--- src/rtl/diagv2_mem_arbiter.sv ---
// diagv2_mem_arbiter
//   Shares one single-port unified memory between the instruction-fetch port
//   and the load/store port of diagv2_core. Each access is a request/ack
//   handshake towards the memory. Data accesses win arbitration. A streak
//   counter caps back-to-back data grants while a fetch waits, so the fetch
//   port always makes progress.
//
// Ports
//   clk, reset            clock (rising edge), asynchronous active-low reset
//   if_req/if_addr        fetch request (level) and address
//   if_valid/if_rdata     one-cycle completion pulse and fetched instruction
//   d_req/d_we/d_type     data request (level), store enable, memory type
//   d_addr/d_wdata        data address and store data
//   d_valid/d_rdata       one-cycle completion pulse and load data
//   mem_req/mem_we        memory request (held until mem_ack), write enable
//   mem_type/mem_addr     memory access type and address
//   mem_wdata             memory write data
//   mem_ack/mem_rdata     one-cycle completion pulse and read data from memory
module diagv2_mem_arbiter #(
    parameter int                 XLEN            = 64,
    parameter int                 ILEN            = 32,
    parameter int                 MTYPE_W         = 3,
    parameter logic [MTYPE_W-1:0] IFETCH_TYPE     = 3'b010,
    parameter int                 MAX_DATA_STREAK = 4
) (
    input  logic               clk,
    input  logic               reset,
    input  logic               if_req,
    input  logic [XLEN-1:0]    if_addr,
    output logic               if_valid,
    output logic [ILEN-1:0]    if_rdata,
    input  logic               d_req,
    input  logic               d_we,
    input  logic [MTYPE_W-1:0] d_type,
    input  logic [XLEN-1:0]    d_addr,
    input  logic [XLEN-1:0]    d_wdata,
    output logic               d_valid,
    output logic [XLEN-1:0]    d_rdata,
    output logic               mem_req,
    output logic               mem_we,
    output logic [MTYPE_W-1:0] mem_type,
    output logic [XLEN-1:0]    mem_addr,
    output logic [XLEN-1:0]    mem_wdata,
    input  logic               mem_ack,
    input  logic [XLEN-1:0]    mem_rdata
);

    typedef enum logic [1:0] {IDLE, BUSY_I, BUSY_D} state_t;
    typedef enum logic [1:0] {LAST_NONE, LAST_I, LAST_D} last_t;

    localparam logic [3:0] STREAK_LIMIT = 4'(MAX_DATA_STREAK);

    state_t     state, state_nxt;
    last_t      last;
    logic [3:0] streak;
    logic       cancel;
    logic       grant_i, grant_d;
    logic       owner_req;
    logic       busy;

    function automatic logic [3:0] sat_inc(input logic [3:0] v);
        return (v == 4'hF) ? v : v + 4'd1;
    endfunction

    // Arbitration and next state. A requester whose valid pulse is on the
    // output this cycle still shows its old request, so it is not eligible.
    always_comb begin
        state_nxt = state;
        grant_i   = 1'b0;
        grant_d   = 1'b0;
        busy      = (state == BUSY_I) || (state == BUSY_D);
        owner_req = (state == BUSY_I) ? if_req : d_req;
        case (state)
            IDLE: begin
                if ((d_req && (last != LAST_D)) &&
                    (!(if_req && (last != LAST_I)) || (streak < STREAK_LIMIT))) begin
                    grant_d   = 1'b1;
                    state_nxt = BUSY_D;
                end else if (if_req && (last != LAST_I)) begin
                    grant_i   = 1'b1;
                    state_nxt = BUSY_I;
                end
            end
            BUSY_I, BUSY_D: begin
                if (mem_ack) begin
                    state_nxt = IDLE;
                end
            end
            default: state_nxt = IDLE;
        endcase
    end

    // Registered memory side, completion pulses and bookkeeping
    always_ff @(posedge clk or negedge reset) begin
        if (!reset) begin
            state     <= IDLE;
            last      <= LAST_NONE;
            streak    <= 4'd0;
            cancel    <= 1'b0;
            mem_req   <= 1'b0;
            mem_we    <= 1'b0;
            mem_type  <= '0;
            mem_addr  <= '0;
            mem_wdata <= '0;
            if_valid  <= 1'b0;
            if_rdata  <= '0;
            d_valid   <= 1'b0;
            d_rdata   <= '0;
        end else begin
            state    <= state_nxt;
            if_valid <= 1'b0;
            d_valid  <= 1'b0;
            last     <= LAST_NONE;

            if (grant_d) begin
                mem_req   <= 1'b1;
                mem_we    <= d_we;
                mem_type  <= d_type;
                mem_addr  <= d_addr;
                mem_wdata <= d_wdata;
                // Only data grants that make a fetch wait count towards the cap
                streak    <= if_req ? sat_inc(streak) : 4'd0;
            end else if (grant_i) begin
                mem_req   <= 1'b1;
                mem_we    <= 1'b0;
                mem_type  <= IFETCH_TYPE;
                mem_addr  <= if_addr;
                mem_wdata <= '0;
                streak    <= 4'd0;
            end

            if (busy) begin
                if (mem_ack) begin
                    mem_req <= 1'b0;
                    cancel  <= 1'b0;
                    // A withdrawn access still finishes in memory but is not reported
                    if (state == BUSY_I) begin
                        last <= LAST_I;
                        if (!cancel && if_req) begin
                            if_valid <= 1'b1;
                            if_rdata <= mem_rdata[ILEN-1:0];
                        end
                    end else begin
                        last <= LAST_D;
                        if (!cancel && d_req) begin
                            d_valid <= 1'b1;
                            d_rdata <= mem_rdata;
                        end
                    end
                end else if (!owner_req) begin
                    cancel <= 1'b1;
                end
            end
        end
    end

endmodule

--- config.mk ---
export PLATFORM = sky130hd
export DESIGN_NAME = diagv2_mem_arbiter
export DESIGN_NICKNAME = d
export VERILOG_FILES = /design/src/rtl/diagv2_mem_arbiter.sv
export SDC_FILE = /design/constraint.sdc
export NUM_CORES = 1
export LEC_CHECK = 0
export ABC_AREA = 0
export BUFFER_PORTS_ARGS = -buffer_cell sky130_fd_sc_hd__buf_2
export CAP_MARGIN = 20
export CORE_AREA = 2 2 192 194
export CTS_CLUSTER_DIAMETER = 100
export CTS_CLUSTER_SIZE = 10
export DETAILED_ROUTE_END_ITERATION = 6
export DIE_AREA = 0 0 194 196
export GPL_ROUTABILITY_DRIVEN = 0
export SYNTH_ARGS = -nofsm -noshare
export SYNTH_HDL_FRONTEND = slang
export SYNTH_SLANG_ARGS = --single-unit
--- constraint.sdc ---
create_clock -name clk -period 3.7 [get_ports clk]
set_input_delay 0 -clock clk [delete_from_list [all_inputs] [get_ports clk]]
set_output_delay 0 -clock clk [all_outputs]
set_load 0.01 [all_outputs]
==> results by group <==
STA
  • Final Hold Viols: 0
  • Hold Slack: 0.1287 ns
  • Slew HR: 44.33%
  • Setup Total Neg Slack: 0 ns
  • Setup Skew: 0.008281 ns
  • F_max: 0.3413 GHz
  • Actual slew at the worst max-slew pin: 0.8350 ns
  • Period minus WS final: 2.930 ns
  • Fin crit share: 79.19%
  • Final setup fails: 0
  • RSZ-0062 raised after global routing: false
  • Max Transition Viols Final: 0

Worst setup path
  • R2R Path End: mem_addr[16]
  • Crit Path Class: flip-flop to flip-flop
  • Critical Path Start: state[1]
  • Startpoint type of the worst setup path: flip-flop
  • CP required: 4.16 ns
  • Slowest-stage cell, CP: dlygate4sd3_1
  • R2R Setup Slk: 0.77 ns
  • Crit path capture type: flip-flop
  • Largest stage delay on the critical path: 0.60 ns
  • Reg2reg path depth: 8
  • Worst path arrival time: 3.39 ns
  • Worst r2r src: state[1]
  • CP Cell Sequence: inv_1, ha_1, and4b_1, a41o_4, buf_4, o22ai_1, dlygate4sd3_1, mux2i_1
  • Crit path max fanout: 67

Layout
  • Layout cells sized above 1: 42.05%
  • Nets@finish: 1722
  • P&R area growth vs syn: 65.57%

Worst hold path
  • Worst Hold Class: input pin to asynchronous set/reset pin

Synthesis
  • Syn Inst Count: 701
  • Top cell type's share of synthesized area: 62.43%
  • Syn Nets: 969
  • Post-synthesis simple-gate area fraction: 2.146%
  • Seq cells post-synth: 240
  • Post-synthesis sequential area ratio: 62.43%
  • Synth Area in Compound Gates: 11.63%
  • Post-synthesis xor/xnor area fraction: 0%
  • Mean post-synth cell area: 13.72 um^2
  • Mux share of post-synthesis cell area: 17.90%
  • Synth cell types: 40
  • Yosys top cell by area: dfrtp_1
  • Synth Warn #: 0
  • Top cells by area, synth: dfrtp_1 (62%), mux2_2 (7.8%), mux2i_1 (6.7%), a22o_1 (6.1%), o22ai_1 (4.2%)
  • Main combinational cell family by area after synthesis: multiplexers
  • Syn Std Cell Area: 9619 um^2
  • Adder-cell share of the synthesized area: 0.3902%

Floorplan
  • IO Pins: 496
  • Starting Density: 26.66%
  • Die Y: 196 um
  • FP Rows: 70
  • Total core area: 36080 um^2
  • Die X: 194 um
  • Die footprint: 38020 um^2

Global routing
  • Overflow after GRT: 0
  • All-Layer GR Usage: 16.26%
  • Largest net degree at the start of global routing: 110
  • First-pass GRT wire length: 50.20 mm
  • Initial antenna violation count: 3
  • Vias in the first global route: 9528

Clock tree
  • Clock Latency Late Sink: 0.54 ns
  • Clock transition at the registers of the reported paths: 0.06 ns
  • Total CTS buffers: 27
  • Clock sinks: 240
  • CTS H-tree lvls: 1
  • Clk buf depth: 3
  • CTS tree: done
  • Root buf cell: clkbuf_16

Detailed routing
  • Routed Wire Length: 31.95 mm
  • DRC: 0
  • Via count: 8693
  • DR pass1 iterations: 4
  • Iteration-0 DRC Markers: 228
  • Antenna-violating nets left: 0
  • DR WL/cell: 16.61 um
  • Via/cell ratio: 4.518

Power
  • Standby leakage power: 8.092 nW
  • Total Power: 12.06 mW
  • Share of total power in sequential cells: 37.4%
  • Switching part of the total: 35.94%
  • Clock power share: 18.6%
  • P_int: 7.728 mW
  • Peak VDD IR: 0.3955 mV
  • Sw Pwr: 4.336 mW
  • Comb pwr share: 43.9%
  • Power density over cell area: 757.5 nW/um^2

Place
  • DP Wirelength: 20.22 mm
  • Number of port buffers: 495

Outcome
  • Status: completed

Flow run
  • Max_cap viols: 0
## layout by cell type (no fill, tap or decap), types with 4 or more instances in the layout
cell type,instances
mux2i_1,64
nand2_1,6
nand3_1,6
clkbuf_16,27
dlygate4sd3_1,264
mux2_1,29
buf_2,494
dfrtp_1,240
a22o_1,67
o22ai_1,64
inv_1,67
nand2b_1,4
mux2_2,67
buf_4,10
o211ai_1,4
## cell usage after synthesis
| master | number |
|---|---|
| or2_1 | 1 |
| dfrtp_1 | 240 |
| nand2b_1 | 4 |
| mux2_1 | 29 |
| nor2b_1 | 1 |
| nor2_1 | 3 |
| nor3_2 | 1 |
| a31oi_1 | 2 |
| o211ai_1 | 4 |
| nor3_1 | 1 |
| a21oi_1 | 1 |
| nor3b_1 | 2 |
| nand4_1 | 2 |
| a22o_1 | 67 |
| and2_1 | 1 |
| o21ai_2 | 1 |
| and3_1 | 1 |
| nand4b_1 | 1 |
| a41o_1 | 1 |
| o22ai_1 | 64 |
| clkbuf_1 | 9 |
| nor4b_1 | 1 |
| mux2i_1 | 64 |
| nand2_1 | 6 |
| buf_6 | 3 |
| mux2_2 | 67 |
| o21ai_1 | 1 |
| nand3_1 | 6 |
| o21ai_0 | 2 |
| nor2_2 | 1 |
| a2bb2oi_1 | 3 |
| nand3b_1 | 1 |
| inv_1 | 67 |
| ha_1 | 3 |
| o21a_1 | 1 |
| and3b_1 | 1 |
| a21oi_4 | 1 |
| buf_2 | 24 |
| buf_4 | 12 |
| and4b_1 | 1 |
## how the worst max path moves through the flow
| stage | endpoint | cells after the start |
|---|---|---|
| 2_1_floorplan | d_rdata[0] | 7 |
| 3_3_place_gp | mem_wdata[32] | 6 |
| 3_5_place_dp | mem_wdata[60] | 6 |
| 4_1_cts | mem_addr[10] | 8 |
| 5_1_grt | mem_addr[10] | 8 |
| 6_report | mem_addr[16] | 8 |
## metal layers
| metal | global-route usage, % | up-vias | share of wire (%) |
|---|---|---|---|
| met2 | 29.00 | 383 | 50 |
| met1 | 17.97 | 4204 | 38 |
| met5 | 0 | - | 0 |
| li1 | - | 4020 | - |
| met3 | 4.401 | 86 | 8.0 |
| met4 | 7.716 | 0 | 4.0 |
## state kept, by name, summed over array words and instances (netlist names), 2 cells and up
signal and flops:
streak 4, mem_addr 64, if_rdata 32, mem_wdata 64, last 2, state 2
d_rdata 64, mem_type 3
## power by group through the flow
stage / Clock, mW / Combinational, mW / Sequential [mW]
floorplan: 0 / 2.23 / 5.06
global placement: 0 / 4.73 / 4.48
detailed placement: 0 / 4.84 / 4.51
CTS: 2.34 / 5.30 / 4.50
global route: 2.44 / 5.75 / 4.67
finish: 2.25 / 5.30 / 4.52
## critical path, delay by kind of cell, from the launching register on
kind                     cells  cell delay (ns)
buffers and inverters        3             1.04
adder cells (fa/ha/maj)      1             0.29
AND/OR/NAND/NOR              1             0.25
multiplexers                 1             0.13
AO/OA/AOI/OAI                2             0.71
flip-flops                   1             0.39
## layout make-up
cell class,instances,area (um^2)
diodes,3,7.507
clock buffers,27,675.6
clock inverters,1,8.758
fillers,3190,20160
inverters,67,251.5
multi-input cells,346,3127
flip-flops and latches,240,6006
well taps,468,585.6
repair buffers,772,5265
## through the flow
| step | std cells | setup slack, ns | cell area (um^2) | utilization (%) |
|---|---|---|---|---|
| floorplan | 701 | 1.831 | 9619 | - |
| global placement | 1629 | 1.373 | 12590 | 34.90 |
| detailed placement | 1629 | 1.325 | 12590 | 34.90 |
| CTS | 1921 | 0.7953 | 15920 | 44.12 |
| global route | 1924 | 0.5889 | 15930 | 44.14 |
| finish | 1924 | 0.7700 | 15930 | 44.14 |
## cell families after synthesis
family,Yosys count
buffers and inverters,115
adders and majority gates,3
DFF,240
muxes,160
and+or+nand+nor,35
AOI/OAI and AO/OA,148
## timing repair
item / CTS / global route
resized for setup: 0 / 0
endpoints found under the hold margin: 345 / 0
buffers inserted: 0 / 0
hold buffers: 264 / 0
endpoints found under the setup margin: 0 / 0
(Power assumes the default switching activity.)
